<file path="src/rtl/lcd_bus_receiver_if.sv">
// lcd_bus_receiver_if: HD44780-style parallel bus between an LCD writer and the receiver.
interface lcd_bus_receiver_if;
  logic       rs;
  logic       rw;
  logic       enable;
  logic [7:0] data_in;
  logic [7:0] data_out;
  logic       busy;
  modport master (output rs, rw, enable, data_in, input data_out, busy);
  modport slave  (input rs, rw, enable, data_in, output data_out, busy);
endinterface

</file>
<file path="src/rtl/lcd_bus_receiver.sv">
// lcd_bus_receiver: HD44780-style bus responder with DDRAM/CGRAM, address counter, busy model and monitor ports.
module lcd_bus_receiver #(
  parameter int BUSY_CYCLES  = 40,
  parameter int CLEAR_CYCLES = 1600,
  parameter int DDRAM_DEPTH  = 128,
  parameter int CGRAM_DEPTH  = 64
) (
  input  logic                 clk,
  input  logic                 reset,
  lcd_bus_receiver_if.slave    bus,
  output logic                 protocol_err,
  output logic                 display_on,
  output logic                 cursor_on,
  output logic                 blink_on,
  output logic                 lines2,
  output logic                 mode8bit,
  output logic                 inc_dec,
  output logic                 shift_en,
  output logic [6:0]           addr_counter,
  output logic                 ac_in_cgram,
  input  logic [6:0]           ddram_rd_addr,
  output logic [7:0]           ddram_rd_data,
  input  logic [5:0]           cgram_rd_addr,
  output logic [7:0]           cgram_rd_data
);
  localparam int CW = $clog2(CLEAR_CYCLES > BUSY_CYCLES ? CLEAR_CYCLES : BUSY_CYCLES);
  typedef enum logic [1:0] {IDLE, EXEC, BUSY} state_t;
  state_t        state_q, state_d;
  logic [CW-1:0] cnt_q, cnt_d;
  logic [2:0]    en_q;
  logic [1:0]    rs_q, rw_q;
  logic [7:0]    dat1_q, dat2_q;
  logic          cmd_rs_q, cmd_rs_d, cmd_rw_q, cmd_rw_d;
  logic [7:0]    cmd_q, cmd_d;
  logic [6:0]    ac_q, ac_d;
  logic          cg_q, cg_d;
  logic          disp_q, disp_d, cur_q, cur_d, blk_q, blk_d;
  logic          l2_q, l2_d, m8_q, m8_d, id_q, id_d, sh_q, sh_d;
  logic [7:0]    dout_q, dout_d;
  logic          perr_q, perr_d;
  logic          clr_q, clr_d;
  logic [7:0]    fill_q, fill_d;
  logic          dd_we, cg_we;
  logic [6:0]    dd_wa;
  logic [7:0]    dd_wd;
  logic [7:0]    rd_ram;
  logic          fall;
  logic [7:0]    ddram [DDRAM_DEPTH];
  logic [4:0]    cgram [CGRAM_DEPTH];

  // Address counter step; DDRAM wraps follow the visible line layout.
  function automatic logic [6:0] step(input logic [6:0] a, input logic up, input logic cg, input logic two);
    if (cg)
      return {1'b0, up ? a[5:0] + 6'd1 : a[5:0] - 6'd1};
    if (two)
      return up ? (a == 7'h27 ? 7'h40 : a == 7'h67 ? 7'h00 : a + 7'd1)
                : (a == 7'h40 ? 7'h27 : a == 7'h00 ? 7'h67 : a - 7'd1);
    return up ? (a == 7'h4F ? 7'h00 : a + 7'd1) : (a == 7'h00 ? 7'h4F : a - 7'd1);
  endfunction

  assign fall   = !en_q[1] && en_q[2];
  assign rd_ram = cg_q ? {3'b000, cgram[ac_q[5:0]]} : ddram[ac_q];

  always_ff @(posedge clk or posedge reset)
    if (reset) begin
      en_q   <= '0;
      rs_q   <= '0;
      rw_q   <= '0;
      dat1_q <= '0;
      dat2_q <= '0;
    end else begin
      en_q   <= {en_q[1:0], bus.enable};
      rs_q   <= {rs_q[0], bus.rs};
      rw_q   <= {rw_q[0], bus.rw};
      dat1_q <= bus.data_in;
      dat2_q <= dat1_q;
    end

  always_comb begin
    state_d  = state_q;
    cnt_d    = cnt_q;
    cmd_rs_d = cmd_rs_q;
    cmd_rw_d = cmd_rw_q;
    cmd_d    = cmd_q;
    ac_d     = ac_q;
    cg_d     = cg_q;
    disp_d   = disp_q;
    cur_d    = cur_q;
    blk_d    = blk_q;
    l2_d     = l2_q;
    m8_d     = m8_q;
    id_d     = id_q;
    sh_d     = sh_q;
    dout_d   = dout_q;
    perr_d   = perr_q;
    clr_d    = clr_q;
    fill_d   = fill_q;
    dd_we    = 1'b0;
    cg_we    = 1'b0;
    dd_wa    = ac_q;
    dd_wd    = cmd_q;
    case (state_q)
      IDLE: if (fall) begin
        state_d  = EXEC;
        cmd_rs_d = rs_q[1];
        cmd_rw_d = rw_q[1];
        cmd_d    = dat2_q;
      end
      EXEC: begin
        state_d = cmd_rw_q ? IDLE : BUSY;
        cnt_d   = CW'(BUSY_CYCLES - 1);
        if (cmd_rw_q) begin
          dout_d = cmd_rs_q ? rd_ram : {1'b0, ac_q};
          ac_d   = cmd_rs_q ? step(ac_q, id_q, cg_q, l2_q) : ac_q;
        end else if (cmd_rs_q) begin
          dd_we = !cg_q;
          cg_we = cg_q;
          ac_d  = step(ac_q, id_q, cg_q, l2_q);
        end else if (cmd_q[7]) begin
          ac_d = cmd_q[6:0];
          cg_d = 1'b0;
        end else if (cmd_q[6]) begin
          ac_d = {1'b0, cmd_q[5:0]};
          cg_d = 1'b1;
        end else if (cmd_q[5]) begin
          m8_d = cmd_q[4];
          l2_d = cmd_q[3];
        end else if (cmd_q[4]) begin
          ac_d = cmd_q[3] ? ac_q : step(ac_q, cmd_q[2], cg_q, l2_q);
        end else if (cmd_q[3]) begin
          disp_d = cmd_q[2];
          cur_d  = cmd_q[1];
          blk_d  = cmd_q[0];
        end else if (cmd_q[2]) begin
          id_d = cmd_q[1];
          sh_d = cmd_q[0];
        end else if (cmd_q[1]) begin
          ac_d  = '0;
          cg_d  = 1'b0;
          cnt_d = CW'(CLEAR_CYCLES - 1);
        end else if (cmd_q[0]) begin
          ac_d   = '0;
          cg_d   = 1'b0;
          id_d   = 1'b1;
          cnt_d  = CW'(CLEAR_CYCLES - 1);
          clr_d  = 1'b1;
          fill_d = '0;
        end
      end
      BUSY: begin
        // Clear fills one DDRAM location per busy cycle; CLEAR_CYCLES covers the whole array.
        if (clr_q && fill_q < 8'(DDRAM_DEPTH)) begin
          dd_we  = 1'b1;
          dd_wa  = fill_q[6:0];
          dd_wd  = 8'h20;
          fill_d = fill_q + 8'd1;
        end
        if (fall && !rs_q[1] && rw_q[1])
          dout_d = {1'b1, ac_q};
        else if (fall)
          perr_d = 1'b1;
        state_d = cnt_q == '0 ? IDLE : BUSY;
        clr_d   = cnt_q == '0 ? 1'b0 : clr_q;
        cnt_d   = cnt_q == '0 ? cnt_q : cnt_q - CW'(1);
      end
      default: state_d = IDLE;
    endcase
  end

  always_ff @(posedge clk or posedge reset)
    if (reset) begin
      state_q  <= IDLE;
      cnt_q    <= '0;
      cmd_rs_q <= 1'b0;
      cmd_rw_q <= 1'b0;
      cmd_q    <= '0;
      ac_q     <= '0;
      cg_q     <= 1'b0;
      disp_q   <= 1'b0;
      cur_q    <= 1'b0;
      blk_q    <= 1'b0;
      l2_q     <= 1'b0;
      m8_q     <= 1'b1;
      id_q     <= 1'b1;
      sh_q     <= 1'b0;
      dout_q   <= '0;
      perr_q   <= 1'b0;
      clr_q    <= 1'b0;
      fill_q   <= '0;
    end else begin
      state_q  <= state_d;
      cnt_q    <= cnt_d;
      cmd_rs_q <= cmd_rs_d;
      cmd_rw_q <= cmd_rw_d;
      cmd_q    <= cmd_d;
      ac_q     <= ac_d;
      cg_q     <= cg_d;
      disp_q   <= disp_d;
      cur_q    <= cur_d;
      blk_q    <= blk_d;
      l2_q     <= l2_d;
      m8_q     <= m8_d;
      id_q     <= id_d;
      sh_q     <= sh_d;
      dout_q   <= dout_d;
      perr_q   <= perr_d;
      clr_q    <= clr_d;
      fill_q   <= fill_d;
    end

  // Monitor reads sample before the same-edge write, so a collision returns old data.
  always_ff @(posedge clk) begin
    if (dd_we) ddram[dd_wa] <= dd_wd;
    if (cg_we) cgram[ac_q[5:0]] <= cmd_q[4:0];
    ddram_rd_data <= ddram[ddram_rd_addr];
    cgram_rd_data <= {3'b000, cgram[cgram_rd_addr]};
  end

  assign bus.busy     = state_q == BUSY;
  assign bus.data_out = dout_q;
  assign protocol_err = perr_q;
  assign display_on   = disp_q;
  assign cursor_on    = cur_q;
  assign blink_on     = blk_q;
  assign lines2       = l2_q;
  assign mode8bit     = m8_q;
  assign inc_dec      = id_q;
  assign shift_en     = sh_q;
  assign addr_counter = ac_q;
  assign ac_in_cgram  = cg_q;
endmodule

</file>
<file path="src/flat_wrapper.sv">
// flat-port wrapper written by rule: the top's interface ports become plain ports
module lcd_bus_receiver_flat 
#(
  parameter int BUSY_CYCLES  = 40,
  parameter int CLEAR_CYCLES = 1600,
  parameter int DDRAM_DEPTH  = 128,
  parameter int CGRAM_DEPTH  = 64
)
  (clk, reset, protocol_err, display_on, cursor_on, blink_on, lines2, mode8bit, inc_dec, shift_en, addr_counter, ac_in_cgram, ddram_rd_addr, ddram_rd_data, cgram_rd_addr, cgram_rd_data, bus_rs, bus_rw, bus_enable, bus_data_in, bus_data_out, bus_busy);
  lcd_bus_receiver_if bus_i ();
  input  logic clk;
  input  logic reset;
  output logic protocol_err;
  output logic display_on;
  output logic cursor_on;
  output logic blink_on;
  output logic lines2;
  output logic mode8bit;
  output logic inc_dec;
  output logic shift_en;
  output logic [6:0] addr_counter;
  output logic ac_in_cgram;
  input  logic [6:0] ddram_rd_addr;
  output logic [7:0] ddram_rd_data;
  input  logic [5:0] cgram_rd_addr;
  output logic [7:0] cgram_rd_data;
  input wire logic [$bits(bus_i.rs)-1:0] bus_rs;
  input wire logic [$bits(bus_i.rw)-1:0] bus_rw;
  input wire logic [$bits(bus_i.enable)-1:0] bus_enable;
  input wire logic [$bits(bus_i.data_in)-1:0] bus_data_in;
  output wire logic [$bits(bus_i.data_out)-1:0] bus_data_out;
  output wire logic [$bits(bus_i.busy)-1:0] bus_busy;
  assign bus_i.rs = bus_rs;
  assign bus_i.rw = bus_rw;
  assign bus_i.enable = bus_enable;
  assign bus_i.data_in = bus_data_in;
  assign bus_data_out = bus_i.data_out;
  assign bus_busy = bus_i.busy;
  lcd_bus_receiver #(.BUSY_CYCLES(BUSY_CYCLES), .CLEAR_CYCLES(CLEAR_CYCLES), .DDRAM_DEPTH(DDRAM_DEPTH), .CGRAM_DEPTH(CGRAM_DEPTH)) u_core (.clk(clk), .reset(reset), .bus(bus_i), .protocol_err(protocol_err), .display_on(display_on), .cursor_on(cursor_on), .blink_on(blink_on), .lines2(lines2), .mode8bit(mode8bit), .inc_dec(inc_dec), .shift_en(shift_en), .addr_counter(addr_counter), .ac_in_cgram(ac_in_cgram), .ddram_rd_addr(ddram_rd_addr), .ddram_rd_data(ddram_rd_data), .cgram_rd_addr(cgram_rd_addr), .cgram_rd_data(cgram_rd_data));
endmodule
</file>
<file path="config.mk">
export PLATFORM = sky130hd
export DESIGN_NAME = lcd_bus_receiver_flat
export DESIGN_NICKNAME = d
export VERILOG_FILES = /design/src/rtl/lcd_bus_receiver_if.sv /design/src/rtl/lcd_bus_receiver.sv /design/src/flat_wrapper.sv
export SDC_FILE = /design/constraint.sdc
export NUM_CORES = 2
export LEC_CHECK = 0
export ABC_AREA = 1
export BUFFER_PORTS_ARGS = -buffer_cell sky130_fd_sc_hd__buf_2
export CELL_PAD_IN_SITES_DETAIL_PLACEMENT = 1
export CELL_PAD_IN_SITES_GLOBAL_PLACEMENT = 1
export CORE_UTILIZATION = 45
export CTS_CLUSTER_SIZE = 8
export DETAILED_ROUTE_END_ITERATION = 8
export PLACE_DENSITY = 0.7
export SLEW_MARGIN = 20
export SYNTH_ARGS = -nofsm -noshare
export SYNTH_HDL_FRONTEND = slang
export SYNTH_SLANG_ARGS = --single-unit
</file>
<file path="constraint.sdc">
create_clock -name clk -period 5.1 [get_ports clk]
set_clock_uncertainty 0.2 [all_clocks]
set_input_delay 0.255 -clock clk [delete_from_list [all_inputs] [get_ports clk]]
set_output_delay 0.255 -clock clk [all_outputs]
set_load 0.05 [all_outputs]
</file>
Word-level counts from Yosys, hierarchy flattened:

Memory sizes are Yosys's and may differ from the RTL's. A register that Yosys moved wholly into a read port is not among the register bits.
Index checks and enable logic that the tools add are counted.

* bits in writable memories: 1344
* word-level logic and storage cells: 229
* flip-flop bits (word level): 79
* output and inout port bits: 41
* input bits: 26
* memories kept: 2

* $lt $le $gt $ge: 1
* add/sub/neg operators: 6
* multiplexer cells: 132
* eq/ne operators: 31
* bitwise gates (word level): 8
* reductions and logical operators: 26

Memories
* u_core.ddram: words 128, width 8, read ports 2, clocked after Yosys merged registers in 1, wr ports 1, RTL line lcd_bus_receiver.sv:48 `logic [7:0] ddram [DDRAM_DEPTH];`
* u_core.cgram: words 64, width 5, read ports 2, clocked after Yosys merged registers in 1, wr ports 1, RTL line lcd_bus_receiver.sv:49 `logic [4:0] cgram [CGRAM_DEPTH];`

Operator list (number)
* $mux 7: 34
* $mux 8: 17
* $mux 11: 11
* $mux 1: 59
* $pmux 8 s2: 2
* $reduce_and 12->1: 2
* $pmux 11 s2: 1
* $eq 7x7->1 const B: 3
* $ne 2x2->1 const B: 10
* $ne 2x1->1 const B: 8
* $reduce_and 8->1: 2
* $mux 6: 2
* $ne 3x1->1 const B: 4
* $reduce_and 6->1: 2
* $logic_not 11->1: 1
* $sub 11x1->11 const B: 1
* $reduce_and 10->1: 1
* $reduce_and 9->1: 1
* $add 8x1->8 const B: 1
* $lt 8x8->1 const B: 1
* $ne 4x1->1 const B: 2
* $not 1->1: 8
* $add 7x1->7 const B: 1
* $eq 7x6->1 const B: 1
* 18 further kinds: 29

Logic depth before layout (Yosys ltp):

* depth in word-level cells: 25
* mapped depth: 18
* gate-level depth less buffers: 15

Least setup slack after synthesis:

No wires, ideal clock.

* kind: flip-flop to flip-flop
* start point: reg u_core.state_q[0]
* end point: mem u_core.ddram[0][5], data pin
* clock period less this slack: 3.919 ns
* path buffers: 2
* data arrival time: 3.207 ns
* setup time: 0.512 ns
* stages on the path, launching flop included: 9
* required time: 4.388 ns
* path slack: 1.181 ns
* cell sequence: dfrtp_1 inv_1 ha_1 inv_2 nor2_4 inv_2 buf_6 buf_6 nand2_1

* cells in the longest elaborated chain, start to end: 2

RTL lines
* from (decl): RTL line lcd_bus_receiver.sv:28 `state_t state_q, state_d;`
* from (signal assigned): RTL line lcd_bus_receiver.sv:191 `state_q <= state_d;`
* $eq 2x2->1
* net bus_busy: RTL line flat_wrapper.sv:32 `output wire logic [$bits(bus_i.busy)-1:0] bus_busy;`
* $mux 8: RTL line lcd_bus_receiver.sv:102 `case (state_q)`
* net u_core.dd_wd[5]: RTL line lcd_bus_receiver.sv:45 `logic [7:0] dd_wd;`
* to (decl): RTL line lcd_bus_receiver.sv:48

The timed path passes the listed nets, and every way through them passes these cells.

Final worst setup path:

* start point: reg u_core.state_q[0]
* end point: mem u_core.ddram[8][3], enable pin

* cells in the longest elaborated chain, start to end: 4
* elaborated cells on any way between the ends: 6
* classes of those cells: eq/ne (2); mux (4)

RTL lines
* $eq 2x2->1 or $eq 2x1->1 (tied branches): RTL line lcd_bus_receiver.sv:102
* $pmux 1 s2: RTL line lcd_bus_receiver.sv:102
* $mux 1: RTL line lcd_bus_receiver.sv:213 `if (dd_we) ddram[dd_wa] <= dd_wd;`
* $mux 1 (implied by the code): RTL line lcd_bus_receiver.sv:213

Several ways; a longest one is shown, not always the timed one.

==> out/qor.log <==
[clocking] Inserted Clock Buffers 197
[sta] Least-Margin Pin Slew 1200 ps
[clocking] buffer type at the clock tree root sky130_fd_sc_hd__clkbuf_16
[critical_path] Setup Crit Path Kind flop to flop
[clocking] H-tree Lvls 4
[sta] fraction of the cycle the final worst path needs 85.6%
[power_and_ir_drop] internal portion of total power 24.8 mW
[detailed_routing] starting DRC count in detailed routing 8579
[global_routing] pin count of the biggest net entering global routing 155
[sta] headroom to the max-slew limit 20.1%
[clocking] largest buffer count on any clock path 3
[power_and_ir_drop] pwr dens 523 nW/um^2
[final_layout] area of all placed cells without fillers 80400 um^2
[sta] Slew Limit Fails 0
[sta] Fmax 229 MHz
[global_routing] vias in the first global route 63519
[critical_path] Crit. End Element flop
[placement] number of port buffers 63
[die] area enclosed by the die boundary 160000 um^2
[clocking] clock-pin slew on the worst setup and hold paths 50 ps
[detailed_routing] Routed Wire Length 299000 um
[critical_path] critical-path maximum fanout 21
[final_layout] commonest cells after routing, fill and taps aside sky130_fd_sc_hd__nand2_1 (2437), sky130_fd_sc_hd__edfxtp_1 (1344), sky130_fd_sc_hd__o21ai_0 (1049), sky130_fd_sc_hd__nor2_1 (895), sky130_fd_sc_hd__a21oi_1 (407)
[die] Std-Cell Rows 145
[detailed_routing] length of the first detailed-routing pass in iterations 6
[final_layout] area grow syn2layout 12.5%
[sta] setup repair after global routing missed its margin no
[placement] routability-driven placement congestion ratio 0.920
[hold_path] Min-Delay Path Class primary input to flop
[detailed_routing] count of unresolved DRC violations after routing 0
[critical_path] data arrival time of the critical path 4610 ps
[power_and_ir_drop] Comb power frac 35.5%
[synth] share of synthesized area occupied by flip-flops and latches 59.6%
[hold_path] hold depth 4
[global_routing] overall fraction of global-route tracks in use 36.5%
[clocking] cts repair resizes 0
[sta] Final Setup Violations 0
[status] result of the run finished clean
[synth] post-synthesis instance total 7951
[detailed_routing] total via count in the routed design 63934
[placement] half-perimeter wire length after placement 188000 um
[critical_path] critical path required time 5340 ps
[power_and_ir_drop] worst supply voltage drop on vdd 0.000402 V
[synth] library cell occupying the most area in the post-synthesis netlist sky130_fd_sc_hd__edfxtp_1
[final_layout] most common cell after layout, fill and taps aside sky130_fd_sc_hd__nand2_1
[sta] Final Hold Fails 0
[critical_path] reg-to-reg startpoint u_core.state_q[0]$_DFFE_PP0P_
[sta] Setup Total Neg Slack 0 ps
[global_routing] final global-route overflow total 0
[job] Maximum Capacitance Violations 0
[power_and_ir_drop] sequential share of power 35.7%
[synth] area fraction of the dominant cell type after synthesis 56.5%
[clocking] number of clock sinks 1436
[global_routing] antenna violations before repair 12
[sta] Tmin final 4360 ps
[die] Starting Density 45.5%
[die] DIE HEIGHT 400 um
[critical_path] type of element launching the critical path flop
[detailed_routing] antenna-violating nets left 0
[synth] flip-flop and latch count after synthesis 1436
[power_and_ir_drop] net switching power of the design 17.2 mW
[power_and_ir_drop] fraction of power consumed by the clock network 28.8%
[final_layout] ratio of cells with drive above 1 in the final layout 8.05%
[final_layout] net count reported at finish 8016
[detailed_routing] number of vias per cell after detailed routing 6.32
[clocking] number of buffers added for setup after CTS 0
[power_and_ir_drop] Lkg Pwr 30.1 nW
[synth] distinct cell type count of the synthesized netlist 59
[synth] mapped cell area 71400 um^2
[critical_path] Crit Reg-Reg Endpoint u_core.ddram[8][3]$_DFFE_PP_
[critical_path] Worst Reg-to-Reg Cells 10
[final_layout] number of inserted diodes 0
[synth] largest cells by area after synthesis sky130_fd_sc_hd__edfxtp_1 (56%), sky130_fd_sc_hd__nand2_1 (13%), sky130_fd_sc_hd__o21ai_0 (7.4%), sky130_fd_sc_hd__nor2_1 (4.8%), sky130_fd_sc_hd__a21oi_1 (2.9%)
[clocking] TritonCTS clock tree done
[placement] instance area after placement 74700 um^2
[critical_path] flop-to-flop setup slack 740 ps
[synth] Post-Synthesis Mean Instance Area 8.98 um^2
[hold_path] hold path endpoint u_core.cgram_rd_data[2]$_DFF_P_
[die] top-level I/O count 67
[die] core outline area 157000 um^2
[power_and_ir_drop] Switching Fraction 41.0%
[global_routing] global-route wire length before repair 433000 um
[detailed_routing] average routed wire per standard cell 29.6 um
[clocking] worst-skew pair later-pin latency 820 ps
[synth] Synthesis Warnings 0
[hold_path] Hold Crit Start cgram_rd_addr[3]
[die] width of the chip 400 um
==> Yosys cell counts, drive strengths merged <==
cell type  count
a21o           1
a32oi          7
o211ai        84
a21oi        408
a211oi         2
nor4           6
inv          340
conb           1
xor2           6
o21bai         1
nand3b         8
dfstp          2
dfrtp         77
nor3b          3
o21a          13
a221oi         5
a22oi         56
mux2           1
or2           40
nor3          25
o2111ai        3
edfxtp      1344
o311ai        12
o32ai          1
and2           5
nand2       2440
a31oi          7
ha             8
o31ai          6
dfxtp         13
o2bb2ai        1
nor2         913
clkbuf       309
o21ai       1070
nand4         60
o221ai        25
nand3        201
clkinv        11
a31o           1
o211a          2
o22ai        198
buf          235
==> power groups by stage <==
stage | Sequential, mW | Clock (mW) | Combinational, mW
5_1_grt | 15.0 | 12.5 | 15.7
3_5_place_dp | 15.2 | 0 | 14.4
3_3_place_gp | 15.2 | 0 | 14.2
6_report | 15.0 | 12.1 | 14.9
2_1_floorplan | 15.6 | 0 | 7.51
4_1_cts | 15.0 | 12.1 | 14.5
==> layout make-up <==
cell class,instances,area (um^2)
well taps,2058,2570
flip-flops and latches,1436,42600
fillers,17729,76600
clock inverters,15,221
multi-input cells,5622,25300
repair buffers,374,3120
clock buffers,262,5170
inverters,351,1380
==> worst max-delay path by stage <==
stage	from	endpoint	slack [ps]	depth (start not counted)
6_report	u_core.state_q[0]$_DFFE_PP0P_	u_core.ddram[8][3]$_DFFE_PP_	740	10
5_1_grt	u_core.state_q[0]$_DFFE_PP0P_	u_core.ddram[40][5]$_DFFE_PP_	610	10
4_1_cts	u_core.state_q[0]$_DFFE_PP0P_	u_core.ddram[8][3]$_DFFE_PP_	840	10
3_5_place_dp	u_core.state_q[0]$_DFFE_PP0P_	u_core.ddram[8][2]$_DFFE_PP_	850	10
3_3_place_gp	u_core.state_q[0]$_DFFE_PP0P_	u_core.ddram[120][2]$_DFFE_PP_	990	10
2_1_floorplan	u_core.state_q[0]$_DFFE_PP0P_	u_core.ddram[0][5]$_DFFE_PP_	1180	8
==> what timing repair did <==
item,4_1_cts,5_1_grt
hold endpoints to repair,72,0
setup endpoints to repair,0,0
hold buffers,29,0
==> cell families after synthesis <==
family | synth area share (%)
fa+ha+maj | 0.140
flops | 59.6
mux | 0.0158
compound gates | 14.6
buf+inv | 5.10
xor+xnor | 0.0736
simple gates | 20.4
other cells | 0.00525
==> layer usage <==
| layer | up-vias | track usage, % | part of all wire (%) |
|---|---|---|---|
| met5 | - | 0 | 0.0070 |
| met3 | 681 | 7.09 | 11 |
| met4 | 4 | 15.3 | 4.4 |
| li1 | 27335 | - | - |
| met1 | 32111 | 51.2 | 41 |
| met2 | 3803 | 55.5 | 44 |
==> sequential cells by signal, indices dropped and copies added, names as in the netlist, 8 cells and up <==
name,flops
u_core.cmd_q,8
u_core.fill_q,8
u_core.dat1_q,8
u_core.ddram_rd_data,8
u_core.ddram,1024
u_core.bus.data_out,8
u_core.dat2_q,8
u_core.cgram,320
u_core.cnt_q,11
==> worst max-delay path, stage by stage, from the launching register on <==
cell                      delay (ps)
sky130_fd_sc_hd__dfrtp_1         400
sky130_fd_sc_hd__inv_1           110
sky130_fd_sc_hd__ha_1            350
sky130_fd_sc_hd__inv_2            90
sky130_fd_sc_hd__nor2_4          170
sky130_fd_sc_hd__inv_2           220
sky130_fd_sc_hd__o21ai_2         250
sky130_fd_sc_hd__inv_1           200
sky130_fd_sc_hd__nor2_1          240
sky130_fd_sc_hd__nand3_2         760
sky130_fd_sc_hd__nor2_1         1000
==> through the flow <==
step	worst slack, ps	power (mW)	std cells	utilization, %	hold WS [ps]
after floorplan	1180	23.1	7953	-	86.4
after global placement	986	29.4	9812	47.6	136
after detailed placement	849	29.6	9812	47.6	140
after CTS	838	41.6	10118	51.2	57.5
after global routing	611	43.2	10118	51.2	115
final	736	42.0	10118	51.2	96.1
Power figures use the tool's default switching activity.
